## src/rtl/vga_timing_pkg.sv

```systemverilog
// Shared constants for the raster timing generator: 640x480@60 defaults,
// axis-total helpers and the sync polarity encoding.
package vga_timing_pkg;

    localparam int DEF_H_ACTIVE = 640;
    localparam int DEF_H_FP     = 16;
    localparam int DEF_H_SYNC   = 96;
    localparam int DEF_H_BP     = 48;
    localparam int DEF_V_ACTIVE = 480;
    localparam int DEF_V_FP     = 10;
    localparam int DEF_V_SYNC   = 2;
    localparam int DEF_V_BP     = 33;
    localparam int DEF_CLK_DIV  = 2;
    localparam int DEF_CW       = 10;

    // Value of the sync line while the sync pulse is active.
    localparam logic POL_ACTIVE_LOW  = 1'b0;
    localparam logic POL_ACTIVE_HIGH = 1'b1;

    function automatic int h_total(input int active, input int fp, input int sync, input int bp);
        return active + fp + sync + bp;
    endfunction

    function automatic int v_total(input int active, input int fp, input int sync, input int bp);
        return active + fp + sync + bp;
    endfunction

endpackage

```

## src/rtl/vga_pixel_tick.sv

```systemverilog
// System-clock-to-pixel divider: pixel_tick is high for one clk every CLK_DIV
// enabled clks; the count freezes while enable is low.
module vga_pixel_tick #(
    parameter int CLK_DIV = 2
) (
    input  logic clk,
    input  logic reset,
    input  logic enable,
    output logic pixel_tick
);

    localparam int DW = (CLK_DIV > 1) ? $clog2(CLK_DIV) : 1;
    localparam logic [DW-1:0] DIV_LAST = DW'(CLK_DIV - 1);

    logic [DW-1:0] div_cnt_q;
    logic [DW-1:0] div_cnt_d;

    // Combinational from the register so the tick lands in the cycle the count hits DIV_LAST.
    assign pixel_tick = enable && (div_cnt_q == DIV_LAST);

    always_comb begin
        div_cnt_d = div_cnt_q;
        if (pixel_tick) begin
            div_cnt_d = '0;
        end else if (enable) begin
            div_cnt_d = div_cnt_q + DW'(1);
        end
    end

    always_ff @(posedge clk or negedge reset) begin
        if (!reset) begin
            div_cnt_q <= '0;
        end else begin
            div_cnt_q <= div_cnt_d;
        end
    end

endmodule

```

## src/rtl/vga_timing_gen.sv

```systemverilog
// Parametrised raster timing generator: counters, sync decode and strobes.
// Optional 16-bit frame counter port when VGA_TIMING_FRAME_CNT_EN is defined.
module vga_timing_gen
    import vga_timing_pkg::*;
#(
    parameter int   H_ACTIVE = DEF_H_ACTIVE,
    parameter int   H_FP     = DEF_H_FP,
    parameter int   H_SYNC   = DEF_H_SYNC,
    parameter int   H_BP     = DEF_H_BP,
    parameter int   V_ACTIVE = DEF_V_ACTIVE,
    parameter int   V_FP     = DEF_V_FP,
    parameter int   V_SYNC   = DEF_V_SYNC,
    parameter int   V_BP     = DEF_V_BP,
    parameter logic HS_POL   = POL_ACTIVE_LOW,
    parameter logic VS_POL   = POL_ACTIVE_LOW,
    parameter int   CLK_DIV  = DEF_CLK_DIV,
    parameter int   CW       = DEF_CW
) (
    input  logic          clk,
    input  logic          reset,
    input  logic          enable,
    output logic          pixel_tick,
    output logic          hsync,
    output logic          vsync,
    output logic          video_on,
    output logic [CW-1:0] pixel_x,
    output logic [CW-1:0] pixel_y,
    output logic          line_start,
    output logic          frame_start
`ifdef VGA_TIMING_FRAME_CNT_EN
    ,
    output logic [15:0]   frame_cnt
`endif
);

    localparam int H_TOTAL = h_total(H_ACTIVE, H_FP, H_SYNC, H_BP);
    localparam int V_TOTAL = v_total(V_ACTIVE, V_FP, V_SYNC, V_BP);

    localparam logic [CW-1:0] X_LAST   = CW'(H_TOTAL - 1);
    localparam logic [CW-1:0] Y_LAST   = CW'(V_TOTAL - 1);
    localparam logic [CW-1:0] X_ACT    = CW'(H_ACTIVE);
    localparam logic [CW-1:0] Y_ACT    = CW'(V_ACTIVE);
    localparam logic [CW-1:0] HS_START = CW'(H_ACTIVE + H_FP);
    localparam logic [CW-1:0] HS_END   = CW'(H_ACTIVE + H_FP + H_SYNC - 1);
    localparam logic [CW-1:0] VS_START = CW'(V_ACTIVE + V_FP);
    localparam logic [CW-1:0] VS_END   = CW'(V_ACTIVE + V_FP + V_SYNC - 1);

    logic          tick;
    logic [CW-1:0] pixel_x_q, pixel_x_d;
    logic [CW-1:0] pixel_y_q, pixel_y_d;
    logic          hsync_q, hsync_d;
    logic          vsync_q, vsync_d;
    logic          video_on_q, video_on_d;
    logic          line_start_q, line_start_d;
    logic          frame_start_q, frame_start_d;
`ifdef VGA_TIMING_FRAME_CNT_EN
    logic [15:0]   frame_cnt_q, frame_cnt_d;
`endif

    vga_pixel_tick #(
        .CLK_DIV (CLK_DIV)
    ) u_pixel_tick (
        .clk        (clk),
        .reset      (reset),
        .enable     (enable),
        .pixel_tick (tick)
    );

    // Decode from the next position so every registered output matches the counters.
    always_comb begin
        pixel_x_d = pixel_x_q;
        pixel_y_d = pixel_y_q;
        if (tick) begin
            if (pixel_x_q == X_LAST) begin
                pixel_x_d = '0;
                pixel_y_d = (pixel_y_q == Y_LAST) ? '0 : pixel_y_q + CW'(1);
            end else begin
                pixel_x_d = pixel_x_q + CW'(1);
            end
        end
        hsync_d       = ((pixel_x_d >= HS_START) && (pixel_x_d <= HS_END)) ? HS_POL : ~HS_POL;
        vsync_d       = ((pixel_y_d >= VS_START) && (pixel_y_d <= VS_END)) ? VS_POL : ~VS_POL;
        video_on_d    = (pixel_x_d < X_ACT) && (pixel_y_d < Y_ACT);
        line_start_d  = tick && (pixel_x_d == '0);
        frame_start_d = line_start_d && (pixel_y_d == '0);
`ifdef VGA_TIMING_FRAME_CNT_EN
        frame_cnt_d   = frame_start_d ? frame_cnt_q + 16'd1 : frame_cnt_q;
`endif
    end

    always_ff @(posedge clk or negedge reset) begin
        if (!reset) begin
            pixel_x_q     <= X_LAST;
            pixel_y_q     <= Y_LAST;
            hsync_q       <= ~HS_POL;
            vsync_q       <= ~VS_POL;
            video_on_q    <= 1'b0;
            line_start_q  <= 1'b0;
            frame_start_q <= 1'b0;
`ifdef VGA_TIMING_FRAME_CNT_EN
            frame_cnt_q   <= 16'd0;
`endif
        end else begin
            pixel_x_q     <= pixel_x_d;
            pixel_y_q     <= pixel_y_d;
            hsync_q       <= hsync_d;
            vsync_q       <= vsync_d;
            video_on_q    <= video_on_d;
            line_start_q  <= line_start_d;
            frame_start_q <= frame_start_d;
`ifdef VGA_TIMING_FRAME_CNT_EN
            frame_cnt_q   <= frame_cnt_d;
`endif
        end
    end

    assign pixel_tick  = tick;
    assign pixel_x     = pixel_x_q;
    assign pixel_y     = pixel_y_q;
    assign hsync       = hsync_q;
    assign vsync       = vsync_q;
    assign video_on    = video_on_q;
    assign line_start  = line_start_q;
    assign frame_start = frame_start_q;
`ifdef VGA_TIMING_FRAME_CNT_EN
    assign frame_cnt   = frame_cnt_q;
`endif

endmodule

```

## config.mk

```make
export PLATFORM = sky130hd
export DESIGN_NAME = vga_timing_gen
export DESIGN_NICKNAME = d
export VERILOG_FILES = /design/src/rtl/vga_timing_pkg.sv /design/src/rtl/vga_pixel_tick.sv /design/src/rtl/vga_timing_gen.sv
export SDC_FILE = /design/constraint.sdc
export NUM_CORES = 1
export LEC_CHECK = 0
export ABC_CLOCK_PERIOD_IN_PS = 3320
export BUFFER_PORTS_ARGS = -buffer_cell sky130_fd_sc_hd__buf_4
export CAP_MARGIN = 10
export CORE_UTILIZATION = 57
export CTS_BUF_LIST = sky130_fd_sc_hd__clkbuf_8
export CTS_CLUSTER_SIZE = 14
export DETAILED_ROUTE_END_ITERATION = 10
export PLACE_DENSITY = 0.8
export SLEW_MARGIN = 25
export SYNTH_ARGS = -nofsm -noshare
export SYNTH_HDL_FRONTEND = slang
export SYNTH_SLANG_ARGS = --single-unit
```

## constraint.sdc

```tcl
create_clock -name clk -period 3.32 [get_ports clk]
set_input_delay 0.498 -clock clk [delete_from_list [all_inputs] [get_ports clk]]
set_output_delay 0.498 -clock clk [all_outputs]
set_load 0.02 [all_outputs]
```

==> flow_summary.yaml <==
run_status:
  status: "finished clean"
timing:
  rsz0062_at_grt: "no"
  max-slew-margin-rel_pct: 73.2
  timing.fmax_ghz: 0.336
  worst_pin_slew_ns: 0.401
  setup_tns_ns: 0
  hold_viol: 0
  setup_viol: 0
  min_period_ns: 2.98
  drv_slew: 0
  fin_crit_sh_pct: 89.6
  fin_hold_ws_ns: 0.105
  skew_ns: 0.00269
layout:
  nFillCells: 213
  seqCellArea_um2: 666
  final_layout_size_suffix_gt1_share_pct: 27.9
  diodes: 0
  multi_input_comb_area_um2: 801
  fin_nets: 197
  area_delta_synth_final_pct: 17.8
worst_setup_path:
  critPathMaxStageDelay_ns: 0.61
  cp_top_family: "simple AND/OR/NAND/NOR gates"
  path_cells: "ha_1, and3_1, nand3_1, xnor2_1, or4_1, or4_4, a2111oi_2"
  cp.required_ns: 3.49
  r2r_cells: 7
  crit_path_end_kind: "register"
  worstPathArrival_ns: 3.15
  r2r-end: "frame_start"
  timing.rr.start: "pixel_x[0]"
  critPathKind: "reg2reg"
  rrSetupSlack_ns: 0.34
  worst-path-max-fanout: 8
  critPathSlowestCell: "dfstp_2"
  crit_path_start_kind: "register"
  crit_buf_inv: 0
global_routing:
  grt_pass1_vias: 1211
  grt-ovfl-total: 0
  grt_usage_pct: 28.0
  grt_pass1_wl_um: 5790
  antenna_found_initial: 0
  grt_max_degree: 27
synth:
  netlist_instances: 165
  ys_types: 47
  synth_seq_area_share_pct: 43.0
  synth_area_mm2: 0.00155
  syn-num-nets: 171
  synth.avg_cell_area_um2: 9.37
  synthArstFlopShare_pct: 100
  synth_flop_cell: "dfrtp_1"
  synth-edff-count: 0
  yosysWarnings: 0
  synth_seq_cells: 26
floorplan:
  pin_count: 29
  die_w_um: 54.1
  die_height_um: 54.1
  rows: 18
  coreArea_mm2: 0.00252
  initial_utilization_pct: 61.3
  die_area_mm2: 0.00293
routing:
  vias_per_cell: 6.41
  vias: 1411
  wirelength_um: 3510
  postRouteAntennaNets: 0
  firstDrtPassIters: 4
  route.detailed.drc: 0
  drt-wirelength-per-cell_um: 16.0
  drt_iter0_drc: 64
cts:
  clk_transition_reported_paths_ns: 0.09
  numCtsBuffers: 3
  clk_latency_ns: 0.27
  cts.sinks: 26
  cts-root-buf: "clkbuf_8"
  cts_hold_buf: 0
  cts-htree-levels: 1
  cts_tree: "yes"
  clockBufferDepth: 2
  post_cts_resized: 0
  postCtsSetupBuffers: 0
power:
  ir_worst_vdd_mv: 0.529
  powerDensity_mw_per_mm2: 470
  power.static_leakage_nw: 0.792
placement:
  port_buffers: 28
  hpwl_um: 2520
  gp_congestion: 0.906
flow_run:
  drv_cap: 0
min_path:
  min_path_type: "in2async"
==> placed cells by master, fill, tap and decap left out, types with 2 or more instances in the layout <==
cell | Yosys | final
nand3_1 | 10 | 10
nand2_1 | 14 | 14
nand4_1 | 7 | 7
nor3_1 | 3 | 3
a211oi_1 | 2 | 2
nand2b_1 | 3 | 3
and3_1 | 3 | 3
a31oi_1 | 4 | 4
nor2_1 | 6 | 6
xor2_1 | 4 | 4
dfstp_2 | 12 | 12
xnor2_1 | 6 | 6
buf_4 | 2 | 30
o21bai_1 | 2 | 2
a21oi_1 | 4 | 4
clkbuf_8 | 0 | 4
dfrtp_1 | 14 | 14
o22ai_1 | 2 | 2
nor4_1 | 4 | 4
ha_1 | 3 | 3
a31o_2 | 2 | 2
o21ai_0 | 13 | 13
inv_1 | 10 | 10
or3_1 | 4 | 4
and4_1 | 3 | 3
==> layer usage <==
| metal | global-route usage (%) | vias up | part of all wire, % |
|---|---|---|---|
| met2 | 40.7 | 80 | 44 |
| met3 | 2.54 | 7 | 7.8 |
| met4 | 11.1 | 0 | 1.6 |
| li1 | - | 669 | - |
| met5 | 0 | - | 0 |
| met1 | 42.4 | 655 | 47 |
==> flip-flops by register name, summed over array words and instances (netlist names) <==
register	flops
hsync	1
u_pixel_tick.div_cnt_q	1
frame_start	1
video_on	1
pixel_y	10
vsync	1
pixel_x	10
line_start	1
==> cells in the mapped netlist, types with 2 or more instances <==
master / number / area (µm²)
nor2_1: 6 / 22.5
dfrtp_1: 14 / 350
buf_4: 2 / 15.0
xnor2_1: 6 / 52.6
nor4_1: 4 / 25.0
nor3_1: 3 / 15.0
o21ai_0: 13 / 65.1
nand2b_1: 3 / 18.8
nand2_1: 14 / 52.6
o22ai_1: 2 / 12.5
inv_1: 10 / 37.5
ha_1: 3 / 37.5
a31o_2: 2 / 17.5
and4_1: 3 / 26.3
clkbuf_1: 6 / 22.5
and3_1: 3 / 18.8
o21bai_1: 2 / 15.0
nand3_1: 10 / 50.1
dfstp_2: 12 / 315
a21oi_1: 4 / 20.0
a31oi_1: 4 / 25.0
or3_1: 4 / 25.0
xor2_1: 4 / 35.0
nand4_1: 7 / 43.8
a211oi_1: 2 / 15.0
==> through the flow <==
step,cells,total power [mW],utilization [%],cell area [µm²],setup WS (ns)
global route,220,0.899,72.2,1820,0.257
CTS,220,0.861,72.2,1820,0.385
detailed placement,216,0.653,70.0,1770,0.432
finish,220,0.857,72.2,1820,0.344
floorplan,165,0.560,-,1550,0.521
global placement,216,0.638,70.0,1770,0.527
==> cells by family (layout without fill, tap and decap cells) <==
kind of cell,count (synthesis),in the layout,share of synthesized area [%]
AOI/OAI and AO/OA,41,41,18.6
xor gates and xnor gates,10,10,5.66
adders and majority gates,3,3,2.43
buffers and inverters,19,44,5.18
DFF,26,26,43.0
and+or+nand+nor,66,66,25.1
==> worst max path at each step <==
stage | to | depth (start not counted) | slack, ns | start
3_3_place_gp | frame_start | 7 | 0.53 | pixel_x[0]
3_5_place_dp | frame_start | 7 | 0.43 | pixel_x[0]
6_report | frame_start | 7 | 0.34 | pixel_x[0]
5_1_grt | frame_start | 7 | 0.26 | pixel_x[0]
2_1_floorplan | frame_start | 9 | 0.52 | pixel_x[0]
4_1_cts | frame_start | 7 | 0.38 | pixel_x[0]
==> area by class of cell <==
cell class | count | share of cell area (%)
Timing Repair Buffer | 30 | 12.4
Inverter | 10 | 2.06
Clock buffer | 4 | 3.02
Sequential cell | 26 | 36.5
Tap cell | 30 | 2.06
Multi-Input combinational cell | 120 | 44.0
==> report_power, final <==
part | leakage [nW] | internal [mW] | switching [mW]
Sequential | 0.303 | 0.372 | 0.0548
Clock | 0.0288 | 0.106 | 0.100
Combinational | 0.460 | 0.0963 | 0.127
Power figures use the tool's default switching activity.
